File: config.mk
export PLATFORM = sky130hd
export DESIGN_NAME = inv_sub_text
export DESIGN_NICKNAME = d
export VERILOG_FILES = /design/src/rtl/ssaes_pkg.sv /design/src/rtl/dom_inv_sbox4.sv /design/src/rtl/inv_sub_text.sv
export SDC_FILE = /design/constraint.sdc
export NUM_CORES = 1
export LEC_CHECK = 0
export CORE_MARGIN = 3
export CORE_UTILIZATION = 51
export CTS_CLUSTER_DIAMETER = 150
export DETAILED_ROUTE_END_ITERATION = 8
export GPL_TIMING_DRIVEN = 0
export PLACE_DENSITY = 0.78
export REMOVE_ABC_BUFFERS = 1
export SLEW_MARGIN = 20
export SYNTH_ARGS = -nofsm -noshare
export SYNTH_HDL_FRONTEND = slang
export SYNTH_HIERARCHICAL = 1
export SYNTH_SLANG_ARGS = --single-unit
File: constraint.sdc
create_clock -name clk -period 3 [get_ports clk]
set_input_delay 0.3 -clock clk [delete_from_list [all_inputs] [get_ports clk]]
set_output_delay 0.3 -clock clk [all_outputs]
set_load 0.1 [all_outputs]
File: src/rtl/ssaes_pkg.sv
// Shared definitions for the small-scale AES datapath: inverse S-box table,
// state-layout constants, FSM state enum and an ANF helper for masked lanes.
package ssaes_pkg;

    localparam int NIBBLES         = 16;
    localparam int RAND_PER_NIBBLE = 6;

    // Inverse of the forward small-scale AES S-box {6,B,5,4,2,E,7,A,9,D,F,C,3,1,0,8}
    localparam logic [3:0] INV_SBOX4 [16] = '{
        4'hE, 4'hD, 4'h4, 4'hC, 4'h3, 4'h2, 4'h0, 4'h6,
        4'hF, 4'h8, 4'h7, 4'h1, 4'hB, 4'h9, 4'h5, 4'hA
    };

    typedef enum logic [1:0] {
        ST_IDLE  = 2'd0,
        ST_FEED  = 2'd1,
        ST_DRAIN = 2'd2,
        ST_DONE  = 2'd3
    } state_e;

    // Algebraic normal form of one output bit of INV_SBOX4. Bit m of the
    // result is the coefficient of the monomial prod(x_i for bit i set in m).
    function automatic logic [15:0] inv_sbox_anf(input int bitIdx);
        logic [15:0] t;
        logic [3:0]  lo;
        t = '0;
        for (int x = 0; x < 16; x++) begin
            t[x[3:0]] = INV_SBOX4[x[3:0]][bitIdx[1:0]];
        end
        for (int i = 0; i < 4; i++) begin
            for (int x = 0; x < 16; x++) begin
                if (((x >> i) & 1) != 0) begin
                    lo = x[3:0] ^ (4'd1 << i);
                    t[x[3:0]] = t[x[3:0]] ^ t[lo];
                end
            end
        end
        return t;
    endfunction

endpackage

File: src/rtl/dom_inv_sbox4.sv
// Two-share DOM lane computing the 4-bit inverse S-box with two register
// stages. The function is evaluated from its ANF: stage 1 forms all degree-2
// monomials, stage 2 forms the degree-3 and degree-4 ones, and the output
// XORs the monomials selected by the ANF coefficients within each domain.
module dom_inv_sbox4
    import ssaes_pkg::*;
(
    input  logic                       clk,
    input  logic                       rst_n,
    input  logic [3:0]                 i_a,
    input  logic [3:0]                 i_b,
    input  logic [RAND_PER_NIBBLE-1:0] i_az,
    input  logic [RAND_PER_NIBBLE-1:0] i_bz,
    input  logic [RAND_PER_NIBBLE-1:0] i_z,
    output logic [3:0]                 o_a,
    output logic [3:0]                 o_b
);

    localparam logic [15:0] ANF0 = inv_sbox_anf(0);
    localparam logic [15:0] ANF1 = inv_sbox_anf(1);
    localparam logic [15:0] ANF2 = inv_sbox_anf(2);
    localparam logic [15:0] ANF3 = inv_sbox_anf(3);

    // Pair order p0..p5 = x0x1, x0x2, x0x3, x1x2, x1x3, x2x3
    logic [5:0] w_aI, w_aK, w_bI, w_bK;
    assign w_aI = {i_a[2], i_a[1], i_a[1], i_a[0], i_a[0], i_a[0]};
    assign w_aK = {i_a[3], i_a[3], i_a[2], i_a[3], i_a[2], i_a[1]};
    assign w_bI = {i_b[2], i_b[1], i_b[1], i_b[0], i_b[0], i_b[0]};
    assign w_bK = {i_b[3], i_b[3], i_b[2], i_b[3], i_b[2], i_b[1]};

    logic [3:0] r1_la, r1_lb;
    logic [5:0] r1_inA, r1_crA, r1_inB, r1_crB;
    logic [5:0] r1_rnd;

    // Stage 1: degree-2 DOM products, cross-domain terms refreshed by z
    always_ff @(posedge clk or negedge rst_n) begin
        if (!rst_n) begin
            r1_la  <= '0;
            r1_lb  <= '0;
            r1_inA <= '0;
            r1_crA <= '0;
            r1_inB <= '0;
            r1_crB <= '0;
            r1_rnd <= '0;
        end else begin
            r1_la  <= i_a;
            r1_lb  <= i_b;
            r1_inA <= w_aI & w_aK;
            r1_crA <= (w_aI & w_bK) ^ i_z;
            r1_inB <= w_bI & w_bK;
            r1_crB <= (w_bI & w_aK) ^ i_z;
            r1_rnd <= i_az ^ i_bz;
        end
    end

    logic [5:0] w_pA, w_pB;
    assign w_pA = r1_inA ^ r1_crA;
    assign w_pB = r1_inB ^ r1_crB;

    // Triple order t0..t3 = x0x1x2, x0x1x3, x0x2x3, x1x2x3
    logic [3:0] w_tPA, w_tLA, w_tPB, w_tLB;
    assign w_tPA = {w_pA[3], w_pA[1], w_pA[0], w_pA[0]};
    assign w_tPB = {w_pB[3], w_pB[1], w_pB[0], w_pB[0]};
    assign w_tLA = {r1_la[3], r1_la[3], r1_la[3], r1_la[2]};
    assign w_tLB = {r1_lb[3], r1_lb[3], r1_lb[3], r1_lb[2]};

    logic [3:0] r2_la, r2_lb;
    logic [5:0] r2_pA, r2_pB;
    logic [3:0] r2_tInA, r2_tCrA, r2_tInB, r2_tCrB;
    logic       r2_qInA, r2_qCrA, r2_qInB, r2_qCrB;
    logic       r2_fresh;

    // Stage 2: degree-3/4 DOM products; lower-degree monomials ride along
    always_ff @(posedge clk or negedge rst_n) begin
        if (!rst_n) begin
            r2_la    <= '0;
            r2_lb    <= '0;
            r2_pA    <= '0;
            r2_pB    <= '0;
            r2_tInA  <= '0;
            r2_tCrA  <= '0;
            r2_tInB  <= '0;
            r2_tCrB  <= '0;
            r2_qInA  <= 1'b0;
            r2_qCrA  <= 1'b0;
            r2_qInB  <= 1'b0;
            r2_qCrB  <= 1'b0;
            r2_fresh <= 1'b0;
        end else begin
            r2_la    <= r1_la;
            r2_lb    <= r1_lb;
            r2_pA    <= w_pA;
            r2_pB    <= w_pB;
            r2_tInA  <= w_tPA & w_tLA;
            r2_tCrA  <= (w_tPA & w_tLB) ^ r1_rnd[3:0];
            r2_tInB  <= w_tPB & w_tLB;
            r2_tCrB  <= (w_tPB & w_tLA) ^ r1_rnd[3:0];
            r2_qInA  <= w_pA[0] & w_pA[5];
            r2_qCrA  <= (w_pA[0] & w_pB[5]) ^ r1_rnd[4];
            r2_qInB  <= w_pB[0] & w_pB[5];
            r2_qCrB  <= (w_pB[0] & w_pA[5]) ^ r1_rnd[4];
            r2_fresh <= r1_rnd[5];
        end
    end

    logic [3:0]  w_tA, w_tB;
    logic [15:0] w_mA, w_mB;
    assign w_tA = r2_tInA ^ r2_tCrA;
    assign w_tB = r2_tInB ^ r2_tCrB;

    // Per-domain monomial vectors combined with the ANF; constant term in domain A only
    always_comb begin
        w_mA = '0;
        w_mB = '0;
        w_mA[0]  = 1'b1;
        w_mA[1]  = r2_la[0];  w_mB[1]  = r2_lb[0];
        w_mA[2]  = r2_la[1];  w_mB[2]  = r2_lb[1];
        w_mA[4]  = r2_la[2];  w_mB[4]  = r2_lb[2];
        w_mA[8]  = r2_la[3];  w_mB[8]  = r2_lb[3];
        w_mA[3]  = r2_pA[0];  w_mB[3]  = r2_pB[0];
        w_mA[5]  = r2_pA[1];  w_mB[5]  = r2_pB[1];
        w_mA[9]  = r2_pA[2];  w_mB[9]  = r2_pB[2];
        w_mA[6]  = r2_pA[3];  w_mB[6]  = r2_pB[3];
        w_mA[10] = r2_pA[4];  w_mB[10] = r2_pB[4];
        w_mA[12] = r2_pA[5];  w_mB[12] = r2_pB[5];
        w_mA[7]  = w_tA[0];   w_mB[7]  = w_tB[0];
        w_mA[11] = w_tA[1];   w_mB[11] = w_tB[1];
        w_mA[13] = w_tA[2];   w_mB[13] = w_tB[2];
        w_mA[14] = w_tA[3];   w_mB[14] = w_tB[3];
        w_mA[15] = r2_qInA ^ r2_qCrA;
        w_mB[15] = r2_qInB ^ r2_qCrB;
        o_a[0] = (^(w_mA & ANF0)) ^ r2_fresh;
        o_a[1] = (^(w_mA & ANF1)) ^ r2_fresh;
        o_a[2] = (^(w_mA & ANF2)) ^ r2_fresh;
        o_a[3] = (^(w_mA & ANF3)) ^ r2_fresh;
        o_b[0] = (^(w_mB & ANF0)) ^ r2_fresh;
        o_b[1] = (^(w_mB & ANF1)) ^ r2_fresh;
        o_b[2] = (^(w_mB & ANF2)) ^ r2_fresh;
        o_b[3] = (^(w_mB & ANF3)) ^ r2_fresh;
    end

endmodule

File: src/rtl/inv_sub_text.sv
// Masked inverse substitution layer: streams the 16 nibbles of a 2-share
// state through one DOM inverse S-box lane and publishes both result shares
// at once when the last nibble leaves the lane.
module inv_sub_text
    import ssaes_pkg::*;
#(
    parameter int SBOX_LAT = 2
)(
    input  logic        clk,
    input  logic        rst_n,
    input  logic        start,
    input  logic [63:0] a,
    input  logic [63:0] b,
    input  logic [95:0] az,
    input  logic [95:0] bz,
    input  logic [95:0] z,
    output logic [63:0] aq,
    output logic [63:0] bq,
    output logic        busy,
    output logic        done
);

    state_e      r_state, w_next;
    logic [4:0]  r_cnt;
    logic [63:0] r_a, r_b, r_resA, r_resB;
    logic [95:0] r_az, r_bz, r_z;
    logic [3:0]  w_laneA, w_laneB;
    logic        w_accept, w_capture, w_lastFeed, w_lastDrain;

    assign w_lastFeed  = (r_cnt == 5'(NIBBLES - 1));
    assign w_lastDrain = (r_cnt == 5'(SBOX_LAT - 1));

    dom_inv_sbox4 u_lane (
        .clk   (clk),
        .rst_n (rst_n),
        .i_a   (r_a[3:0]),
        .i_b   (r_b[3:0]),
        .i_az  (r_az[5:0]),
        .i_bz  (r_bz[5:0]),
        .i_z   (r_z[5:0]),
        .o_a   (w_laneA),
        .o_b   (w_laneB)
    );

    // State register
    always_ff @(posedge clk or negedge rst_n) begin
        if (!rst_n) r_state <= ST_IDLE;
        else        r_state <= w_next;
    end

    // Next state; DONE also accepts start so back-to-back runs take 19 cycles
    always_comb begin
        w_next    = r_state;
        w_accept  = 1'b0;
        w_capture = 1'b0;
        case (r_state)
            ST_IDLE, ST_DONE: begin
                w_accept = start;
                w_next   = start ? ST_FEED : ST_IDLE;
            end
            ST_FEED: begin
                w_capture = (r_cnt >= 5'(SBOX_LAT));
                if (w_lastFeed) w_next = ST_DRAIN;
            end
            ST_DRAIN: begin
                w_capture = 1'b1;
                if (w_lastDrain) w_next = ST_DONE;
            end
            default: w_next = ST_IDLE;
        endcase
    end

    // Nibble counter during FEED, reused as the drain counter
    always_ff @(posedge clk or negedge rst_n) begin
        if (!rst_n)                   r_cnt <= '0;
        else if (w_accept)            r_cnt <= '0;
        else if (r_state == ST_FEED)  r_cnt <= w_lastFeed ? 5'd0 : r_cnt + 5'd1;
        else if (r_state == ST_DRAIN) r_cnt <= r_cnt + 5'd1;
    end

    // Input capture; shifting right presents nibble k at the lane in FEED cycle k
    always_ff @(posedge clk or negedge rst_n) begin
        if (!rst_n) begin
            r_a  <= '0;
            r_b  <= '0;
            r_az <= '0;
            r_bz <= '0;
            r_z  <= '0;
        end else if (w_accept) begin
            r_a  <= a;
            r_b  <= b;
            r_az <= az;
            r_bz <= bz;
            r_z  <= z;
        end else if (r_state == ST_FEED) begin
            r_a  <= r_a >> 4;
            r_b  <= r_b >> 4;
            r_az <= r_az >> RAND_PER_NIBBLE;
            r_bz <= r_bz >> RAND_PER_NIBBLE;
            r_z  <= r_z >> RAND_PER_NIBBLE;
        end
    end

    // Result shift registers: the nibble entered at the top ends at position k
    always_ff @(posedge clk or negedge rst_n) begin
        if (!rst_n) begin
            r_resA <= '0;
            r_resB <= '0;
        end else if (w_capture) begin
            r_resA <= {w_laneA, r_resA[63:4]};
            r_resB <= {w_laneB, r_resB[63:4]};
        end
    end

    // Output registers load the completed state together with the final capture
    always_ff @(posedge clk or negedge rst_n) begin
        if (!rst_n) begin
            aq <= '0;
            bq <= '0;
        end else if (r_state == ST_DRAIN && w_lastDrain) begin
            aq <= {w_laneA, r_resA[63:4]};
            bq <= {w_laneB, r_resB[63:4]};
        end
    end

    assign busy = (r_state == ST_FEED) || (r_state == ST_DRAIN);
    assign done = (r_state == ST_DONE);

endmodule
; ---- Yosys cells after proc, flatten, opt, wreduce, memory -nomap -nowiden
; Index checks and enable logic that the tools add are counted.
[word_totals]
regBits = 754
in_bits = 419
wordCells = 96
[classes]
n_addsub = 1
magnitude_cmp = 1
n_eq_ne = 7
mux = 20
n_bitwise = 25
reduce_logical = 15
[op_table]
columns = cell, count
row1 = 2-to-1 mux 96 bit, 6
row2 = 2-to-1 mux 64 bit, 4
row3 = parity 16 bit, 8
row4 = XOR 6 bit, 5
row5 = bitwise AND 6 bit, 4
row6 = 2-to-1 mux 5 bit, 4
row7 = bitwise AND 4 bit, 4
row8 = XOR 4 bit, 4
row9 = XOR 1 bit, 8
row10 = case mux 2 bit (3 select lines), 1
row11 = adder 5 x 1 -> 5 bit (second input constant), 1
row12 = equality test 5 x 1 -> 1 bit (second input constant), 1
row13 = equality test 5 x 4 -> 1 bit (second input constant), 1
row14 = greater-or-equal comparator 5 x 2 -> 1 bit (second input constant), 1
row15 = equality test 2 bit (second input constant), 2
row16 = 2-to-1 mux 2 bit, 2
row17 = != test 2 bit (second input constant), 2
row18 = nonzero test 3 bit, 1
row19 = equality test 2 x 1 -> 1 bit (second input constant), 1
row20 = logical NOT 2 bit, 1
row21 = 2-to-1 mux 1 bit, 2
row22 = case mux 1 bit (2 select lines), 1
row23 = AND reduction 2 bit, 1
row24 = nonzero test 2 bit, 1
row25 = other kinds (3), 3

; ---- Logic depth before layout (Yosys ltp)
; Gate-level depths: netlist of the first run.
[logic_depth]
ltp_word = 4
ltp_mapped = 9
depth_no_buf = 6

; ---- Cells and area by module
; The synthesis of the first run kept the hierarchy.
[by_module_without_submodules]
columns = mod, n_inst, cells_per_inst, area_each_um2, seq_area_each_um2
row1 = inv_sub_text, 1, 2380, 28932.7, 16791.1
row2 = dom_inv_sbox4, 1, 189, 2841.5, 1851.8

; ---- Worst setup path after synthesis of the first run
; No wires, ideal clock.
[synth_timing]
path_type = register -> register
from = register r_state[0]
to = register r_resA[10]
t_arrival_ns = 2.221
required_time_ns = 2.875
setup_slack_ns = 0.654
stages_incl_launch_ff = 8
n_path_buf = 2
synth_period_minus_slack_ns = 2.346
path_cell_list = dfrtp_1 -> inv_1 -> ha_1 -> inv_1 -> a31oi_4 -> buf_12 -> buf_12 -> mux2_4
[synth_via]
elab_chain_cells = 2
elab_cells_between_ends = 3
classes_between = eq/ne (2) / mux (1)
[synth_lines]
columns = item, line
row1 = "start, declared", inv_sub_text.sv:23  ; state_e r_state, w_next;
row2 = "start signal, assigned", inv_sub_text.sv:48  ; else r_state <= w_next;
row3 = equality test 2 bit or equality test 2 x 1 -> 1 bit (tied branches), inv_sub_text.sv:56  ; case (r_state)
row4 = case mux 1 bit (2 select lines) (*), inv_sub_text.sv:56
row5 = "end signal, assigned", inv_sub_text.sv:110  ; r_resA <= {w_laneA, r_resA[63:4]};
row6 = "end, declared", inv_sub_text.sv:25  ; logic [63:0] r_a, r_b, r_resA, r_resB;
; Mark *: on every way between the ends. The rest lies on a longest branch, timed or not.
; A chain may end at the register's enable or synchronous reset.

; ---- Final worst setup path of the first run
[layout_timing]
from = register r_state[1]
to = register r_b[19]
[layout_via]
elab_chain_cells = 4
elab_cells_between_ends = 7
classes_between = eq/ne (2) / mux (2) / reduce/logical (3)
[layout_lines]
columns = item, line
row1 = equality test 2 bit or logical NOT 2 bit (tied branches), inv_sub_text.sv:56
row2 = OR reduction 2 bit, inv_sub_text.sv:56
row3 = 2-to-1 mux 1 bit, inv_sub_text.sv:56
row4 = 2-to-1 mux 64 bit or nonzero test 2 bit (tied branches), --
row5 = "end signal, assigned", inv_sub_text.sv:97  ; r_b <= r_b >> 4;
row6 = "end, declared", inv_sub_text.sv:25
; Parallel ways exist; a longest one is shown, timed or not.

==> run metrics, run 1 <==
critical path arrival 3.32 ns; CP endpoint kind flip-flop; Post-Synthesis Cells 2441; Slew Viols, Final 0; Starting Density 0.521; WHS 0.211 ns; Worst Path Required 3.48 ns; Cells after DPL 3591; largest net degree at the start of global routing 105; initial antenna violation count 17; final setup fails 0; outcome finished, final reports clean; CP Launch Type flip-flop; Final Power 47.1 mW; Worst Setup EP r_b[19]; pwr dens 1190 nW/um^2; Top cell by count, worst path buf_16; vias in the first global route 21220; worst slack at placement -0.895 ns; DPL Wire Length 47700 um; Final Util 0.678; die area 62500 um^2; Filler cells 4163; GRT Total Usage 0.229; routed len/inst 19.3 um; relative slew slack 0.271; RSZ-0062 raised after global routing no; clock slew at reported path FFs 0.06 ns; Avg Cell Area, Syn 12.4 um^2; CTS tree built; setup TNS 0 ns; Final Cycle Share 0.948; CTS root buffer clkbuf_16; final WL 72300 um; die width 250 um; Syn Std Cell Area 30400 um^2; Top delay family on crit path buffers and inverters; worst path buffer plus inverter count 7; die height 250 um; slowest stage cell on the critical path dfrtp_1; share of layout cells above drive strength 1 0.145; Max Cap Viol 0; DR vias/cell 5.37; clock buffer count from CTS 77; Starting DRT DRC Count 1195; Least-Margin Pin Slew 1.09 ns; Fmax 0.352 GHz; Post-DRT Antenna Nets 0; VDD IR max 0.985 mV; # rows 88; Multi-input gate area 11600 um^2; Cell Area, Placed 36500 um^2; Overflow after GRT 0; Clock Skews 0.0280 ns; Reg area 17800 um^2; worst setup path class reg -> reg; DRT Pass-1 Iters 6; Final Hold Viols 0; post-route cell area 39600 um^2; PortBufs 516; P&R area growth vs syn 30.3%; latest clock arrival within the worst-skew pair 0.62 ns; Worst Reg2Reg Path Length in Cells 10; core area 58400 um^2; yosys warns 6; RePlAce Congestion 0.846; reg2reg end r_b[19]; CP max FO 44; Via Count 20143; worst reg2reg startpoint r_state[1]; Post-Layout Cell Count 3753; fin nets 3348; fin crit period 2.84 ns; R2R Setup Slk 0.16 ns; H-tree depth 3; num ports 549; DRC Markers 0; crit path launch r_state[1]; first-pass GRT wire length 116000 um; Critical Path Stages 10; CP cell instances inv_1, ha_4, buf_16, buf_16, buf_16, buf_16, buf_16, bufbuf_16, mux2i_1, o21ai_0; LEAKAGE 17.0 nW; clk buf depth 3; PnR worst setup slack 0.156 ns; Worst Hold Class in -> async; Worst path max stage delay 0.43 ns; Sinks on Clock Net 713
-- layer usage --
layer,global-route usage,share of wire,vias to the layer above
li1,-,-,9347
met1,0.283,0.40,10067
met2,0.385,0.50,544
met3,0.0615,0.061,171
met4,0.0920,0.041,14
met5,0,0.0014,-
-- area by class of cell --
| cell class | instances | area share |
|---|---|---|
| multi-input combinational | 1556 | 0.293 |
| clock inverter | 22 | 0.00752 |
| antenna | 11 | 0.000695 |
| inverter | 6 | 0.000569 |
| tap | 765 | 0.0242 |
| sequential | 713 | 0.451 |
| clock buffer | 111 | 0.0570 |
| timing repair buffer | 569 | 0.166 |
-- layout by cell type (no fill, tap or decap), types with 3 or more instances in the layout --
master,n
a211oi_1,3
and2_1,20
buf_16,32
buf_4,3
buf_8,3
bufbuf_16,12
bufinv_16,6
clkbuf_1,16
clkbuf_16,80
clkbuf_8,16
clkdlybuf4s50_1,514
clkinv_2,10
dfrtp_1,712
diode_2,11
ha_1,4
inv_1,6
inv_6,3
mux2_2,148
mux2_4,100
mux2i_1,362
nand2_1,406
nand2b_1,24
nor2_1,8
o21ai_0,386
xnor2_1,48
xnor3_1,5
xor2_1,20
-- sequential cells by signal, indices dropped and copies added, names as in the netlist, 5 cells and up --
name           flops
r_resB            60
u_lane/r1_rnd      5
u_lane/r1_inB      6
r_a               64
bq                64
r_az              80
u_lane/r1_crB      6
u_lane/r2_pA       6
r_b               64
u_lane/r1_inA      6
r_cnt              5
u_lane/r2_pB       6
r_resA            60
u_lane/r1_crA      6
r_z               96
aq                64
r_bz              80
-- report_power, final --
part	switching, mW	leakage, nW	internal, mW
sequential	2.55	8.75	13.8
clock	3.79	1.26	5.74
combinational	11.5	6.97	9.71
-- timing repair --
action	CTS	global route
pin swaps	2	0
hold endpoints to repair	57	0
gates resized for setup	5	3
hold buffers	1	0
endpoints found under the setup margin	166	91
cloned	15	1
buffers inserted	3	0
-- worst min-delay path by stage --
stage,to,slack [ns],cells past startpoint
final,bq[1],0.21,2
after global routing,r_bz[50],0.22,3
after CTS,bq[1],0.20,2
after detailed placement,bq[1],0.27,1
after global placement,u_lane/r2_lb[0],0.33,0
after floorplan,aq[0],0.004,0
Power figures use the tool's default switching activity.
==> run 2: changes to the inputs <==
ABC_AREA = 1   (was default)
clock period = 3.3 ns   (was 3 ns; I/O delays follow)
==> run metrics, run 2 <==
DRC Markers 0 (unchanged); H-tree depth 3 (unchanged); PortBufs 516 (unchanged); CTS root buffer clkbuf_16; CP max FO 131 (+200%); Via Count 26443 (+31%); RePlAce Congestion 0.841 (-0.63%); latest clock arrival within the worst-skew pair 0.62 ns (about the same); final WL 87400 um (+21%); initial antenna violation count 43 (+26); die width 255 um (+1.9%); routed len/inst 17.2 um (-11%); DR vias/cell 5.21 (-3.0%); vias in the first global route 25143 (+18%); Starting Density 0.519 (-0.00186); clock buffer count from CTS 77 (unchanged); P&R area growth vs syn 27.6%; CTS tree built; most frequent cells in the layout nand2_1 (1049), o21ai_0 (782), dfrtp_1 (713), inv_1 (545), clkdlybuf4s50_1 (514); Sinks on Clock Net 713 (unchanged); Clock Skews 0.0237 ns (-0.00428 ns); grt met1 use 0.316 (+0.0327); largest net degree at the start of global routing 166 (+58%); Net Sw Frac 0.451 (+0.0721); commonest non-fill, non-tap cell in the layout nand2_1; relative slew slack 0.279 (+0.00879); Int Power 24.1 mW (-17%); Overflow after GRT 0 (unchanged); Avg Cell Area, Syn 8.26 um^2 (-34%); fin nets 4638 (+39%); Filler cells 4867 (+17%); DPL Wire Length 55000 um (+15%); Fmax 0.320 GHz (-8.9%); CP endpoint kind flip-flop; Post-Synthesis Cells 3821 (+57%); Least-Margin Pin Slew 1.08 ns (-0.0131 ns); Worst Path Required 3.78 ns (+0.30 ns); clk buf depth 3 (unchanged); Psw 19.9 mW (+11%); first-pass GRT wire length 135000 um (+17%); num ports 549 (unchanged); DRT Pass-1 Iters 6 (unchanged); Reg with most FFs r_z; post-route cell area 40200 um^2 (+1.6%); share of layout cells above drive strength 1 0.0452 (-0.0999); met3 GRT Util 0.0964 (+0.0349); WHS 0.234 ns (+0.0221 ns); core area 60800 um^2 (+4.2%); pwr dens 1090 nW/um^2 (-8.0%); Starting DRT DRC Count 2213 (+85%); Cell Area, Placed 37300 um^2 (+2.0%); combinational power share 0.464 (+0.013); final setup fails 0 (unchanged); GRT Total Usage 0.265 (+0.0356); crit path launch r_state[0]; RSZ-0062 raised after global routing no; Final Cycle Share 0.946 (-0.00233); clock slew at reported path FFs 0.06 ns (about the same); yosys warns 6 (unchanged); max FFs per register 96 (unchanged); top flop regs r_z x96, r_az x80, r_bz x80; Slew Viols, Final 0 (unchanged); die height 255 um (+1.9%); CP Launch Type flip-flop; Max Cap Viol 0 (unchanged); outcome finished, final reports clean; die area 64900 um^2 (+3.7%); fin crit period 3.12 ns (+0.277 ns); Syn Std Cell Area 31500 um^2 (+3.8%); Worst Hold Class in -> async; # rows 90 (+2.3%); GRT met2 Usage 0.442 (+0.0570); VDD IR max 0.627 mV (-36%); most utilized layer in the global route result met2; sequential share of power 0.340 (-0.007); Post-DRT Antenna Nets 0 (unchanged); Final Power 44.0 mW (-6.5%); critical path arrival 3.60 ns (+0.28 ns); worst reg2reg startpoint r_state[0]; LEAKAGE 19.7 nW (+16%); Final Hold Viols 0 (unchanged); worst setup path class reg -> reg; clock group share of total power 0.196 (-0.007); Multi-input gate area 10600 um^2 (-8.6%); Reg area 17800 um^2 (about the same)
[run 2: final cells by class]
cell class,instances,area share
Inverter,556,0.0527
Timing Repair inverter,1,0.000218
Antenna cell,27,0.00168
Multi-Input combinational cell,2312,0.264
Clock buffer,111,0.0556
Timing Repair Buffer,552,0.150
Tap cell,782,0.0243
Sequential cell,713,0.443
Clock inverter,26,0.00780
[run 2: metrics by stage]
| stage | instances | setup WS (ns) | TNS (ns) | util |
|---|---|---|---|---|
| floorplan | 3575 | -7.99 | -3284.86 | - |
| global placement | 4873 | -30.57 | - | 0.601 |
| detailed placement | 4898 | -1.35 | -167.48 | 0.613 |
| CTS | 5049 | 0.0665 | 0 | 0.660 |
| global route | 5068 | 0.0152 | 0 | 0.661 |
| finish | 5080 | 0.180 | 0 | 0.662 |
[run 2: final timing paths]
check                             endpoint  slack (ns)  cells after the start
setup / recovery                   r_a[63]        0.18                      8
hold / removal                    r_az[51]        0.23                      2
setup reg to reg                   r_a[63]        0.18                      8
hold reg to reg            u_lane/r2_lb[0]        0.35                      0
max in group asynchronous          r_a[57]        1.53                      5
min in group clk                   r_b[63]        0.27                      3
[run 2: power by group through the flow]
stage	Clock (mW)	Sequential (mW)	Combinational, mW
6_report	8.64	14.9	20.4
5_1_grt	9.16	15.4	22.9
4_1_cts	8.80	14.9	20.3
3_5_place_dp	0	15.0	19.5
3_3_place_gp	0	14.9	16.3
2_1_floorplan	0	18.1	9.96
[run 2: per-layer routing]
layer / vias to the layer above / share of wire
li1: 12817 / -
met1: 12588 / 0.39
met2: 813 / 0.49
met3: 191 / 0.090
met4: 34 / 0.030
met5: - / 0.0029
[run 2: timing repair]
item	CTS	global route
pin swaps	2	2
gates resized for setup	9	0
gates cloned	10	3
hold buffers	1	0
hold endpoints to repair	65	0
buffers inserted	3	1
setup endpoints to repair	274	186
[run 2: critical path: stages (launching register included)]
cell	delay [ns]
dfrtp_1	0.44
inv_1	0.08
ha_2	0.55
nand2_8	0.26
buf_16	0.32
buf_16	0.27
nand2_8	0.29
buf_16	0.33
o21ai_0	0.17
==> run 3: changes to the inputs <==
CORE_UTILIZATION = 40   (was 51)
DONT_BUFFER_PORTS = 1   (was default)
PLACE_DENSITY = 0.55   (was 0.78)
==> run metrics, run 3 (same netlist as run 2, synthesis figures left out) <==
outcome finished, final reports clean; Clock Skews 0.0272 ns (+0.00348 ns); sequential share of power 0.428 (+0.088); num ports 549 (unchanged); Final Hold Viols 0 (unchanged); routed len/inst 17.3 um (+0.47%); Multi-input gate area 10600 um^2 (-0.19%); fin nets 4529 (-2.4%); RePlAce Congestion 0.773 (-8.0%); Worst Reg2Reg Path Length in Cells 16 (+8); Filler cells 7280 (+50%); top flop regs r_z x96, r_az x80, r_bz x80; core area 77800 um^2 (+28%); Hold Crit Depth 3; clock slew at reported path FFs 0.06 ns (about the same); Worst Path Required 3.84 ns (+0.06 ns); Final Cycle Share 0.955 (+0.00987); GRT Total Usage 0.214 (-0.0504); Overflow after GRT 0 (unchanged); largest net degree at the start of global routing 714 (+330%); CP Launch Type flip-flop; reg2reg end r_resB[33]; combinational power share 0.372 (-0.092); relative slew slack 0.139 (-0.140); Final Power 44.2 mW (+0.40%); most frequent cells in the layout nand2_1 (1049), o21ai_0 (782), dfrtp_1 (713), inv_1 (544), dlygate4sd3_1 (385); die width 287 um (+13%); vias in the first global route 25834 (+2.7%); die height 287 um (+13%); Net Sw Frac 0.456 (+0.00424); CP endpoint kind flip-flop; P&R area growth vs syn 26.4%; R2R Setup Slk 0.15 ns (-0.03 ns); pwr dens 1110 nW/um^2 (+1.3%); first-pass GRT wire length 142000 um (+5.0%); clock buffer count from CTS 80 (+3.9%); VDD IR max 0.502 mV (-20%); worst slack at placement -1.62 ns (-0.269 ns); CTS tree built; LEAKAGE 19.7 nW (about the same); Via Count 25694 (-2.8%); Starting Density 0.405 (-0.114); clk buf depth 3 (unchanged); commonest non-fill, non-tap cell in the layout nand2_1; worst reg2reg startpoint r_state[1]; worst setup path class reg -> reg; CTS root buffer clkbuf_16; critical path arrival 3.70 ns (+0.10 ns); Max Cap Viol 0 (unchanged); PnR worst setup slack 0.147 ns (-0.0326 ns); DRT Pass-1 Iters 6 (unchanged); final setup fails 0 (unchanged); DR vias/cell 4.91 (-5.6%); Worst Hold Class in -> reg; PortBufs 0 (-100%); clock group share of total power 0.201 (+0.005); # rows 102 (+13%); die area 82300 um^2 (+27%); Reg with most FFs r_z; Fmax 0.317 GHz (-1.0%); Hold Startpoint start; fin crit period 3.15 ns (+0.0326 ns); share of layout cells above drive strength 1 0.0505 (+0.00529); DPL Wire Length 49900 um (-9.2%); Int Power 24.0 mW (-0.38%); H-tree depth 3 (unchanged); Slew Viols, Final 0 (unchanged); CP max FO 34 (-74%); max FFs per register 96 (unchanged); Post-DRT Antenna Nets 0 (unchanged); initial antenna violation count 39 (-9.3%); Min-Delay Endpoint r_cnt[2]; Least-Margin Pin Slew 1.29 ns (+0.214 ns); Starting DRT DRC Count 1749 (-21%); final WL 90400 um (+3.5%); DRC Markers 0 (unchanged); Sinks on Clock Net 713 (unchanged); latest clock arrival within the worst-skew pair 0.62 ns (about the same); Reg area 17800 um^2 (unchanged); Psw 20.1 mW (+1.3%)
## run 3: cell types whose count changed in the layout (fill, tap and decap cells not counted), moves of 5 or more
cell             before  now
buf_4                 2    7
bufbuf_16             4   16
clkbuf_16            80   86
clkbuf_8             16   24
clkdlybuf4s50_1     514    0
clkinv_2             14    7
dlygate4sd3_1         1  385
## run 3: power by group through the flow
stage,sequential [mW],combinational [mW],clock (mW)
after floorplan,18.1,9.96,0
after global placement,18.6,10.8,0
after detailed placement,19.0,14.1,0
after CTS,18.9,16.1,9.11
after global routing,19.4,19.0,9.46
final,18.9,16.4,8.86
## run 3: cell type report
cell class | instances | area share
clock inverters | 13 | 0.00489
multi-input cells | 2310 | 0.266
clock buffers | 125 | 0.0610
flip-flops and latches | 713 | 0.447
inverters | 556 | 0.0530
repair buffers | 443 | 0.133
well taps | 1040 | 0.0326
diodes | 31 | 0.00195
## run 3: how the worst max path moves through the flow
stage	from	endpoint	cells past startpoint
after floorplan	r_state[1]	r_resA[10]	8
after global routing	r_state[1]	r_resB[24]	16
after detailed placement	r_state[1]	r_resA[37]	16
final	r_state[1]	r_resB[33]	16
after global placement	r_state[1]	r_resA[58]	8
after CTS	r_state[1]	r_resA[37]	16
## run 3: what timing repair did
item / in CTS / in global routing
gates cloned: 21 / 5
gates resized for setup: 6 / 3
endpoints found under the hold margin: 1097 / 328
setup buffers: 6 / 2
hold buffers: 384 / 2
pin swaps: 3 / 2
setup endpoints to repair: 352 / 223
## run 3: stage by stage
step / hold slack [ns] / TNS, ns / cells / utilization / cell area, um^2
finish: 0.138 / 0 / 5231 / 0.512 / 39900
global route: 0.122 / -0.00163 / 5226 / 0.512 / 39900
CTS: -0.588 / 0 / 5187 / 0.507 / 39500
detailed placement: 0.0802 / -311.38 / 4638 / 0.416 / 32400
global placement: 0.0840 / -7827.06 / 4615 / 0.407 / 31700
floorplan: 0.0344 / -3284.86 / 3575 / - / 30400
## run 3: worst max-delay path: stages, from the launching register on
cell	delay, ns
dfrtp_1	0.44
inv_1	0.11
ha_4	0.22
buf_16	0.19
buf_16	0.19
buf_16	0.20
inv_16	0.08
buf_16	0.18
buf_16	0.19
nor2_2	0.17
nand2_4	0.08
buf_16	0.17
buf_16	0.18
nand2_8	0.16
buf_16	0.22
nand2_1	0.07
nand2_1	0.06
## run 3: layer usage
layer / wire, um / global-route usage
met1: 38000 / 0.272
met2: 44500 / 0.364
met3: 5540 / 0.0506
met4: 2240 / 0.0667
met5: 133 / 0
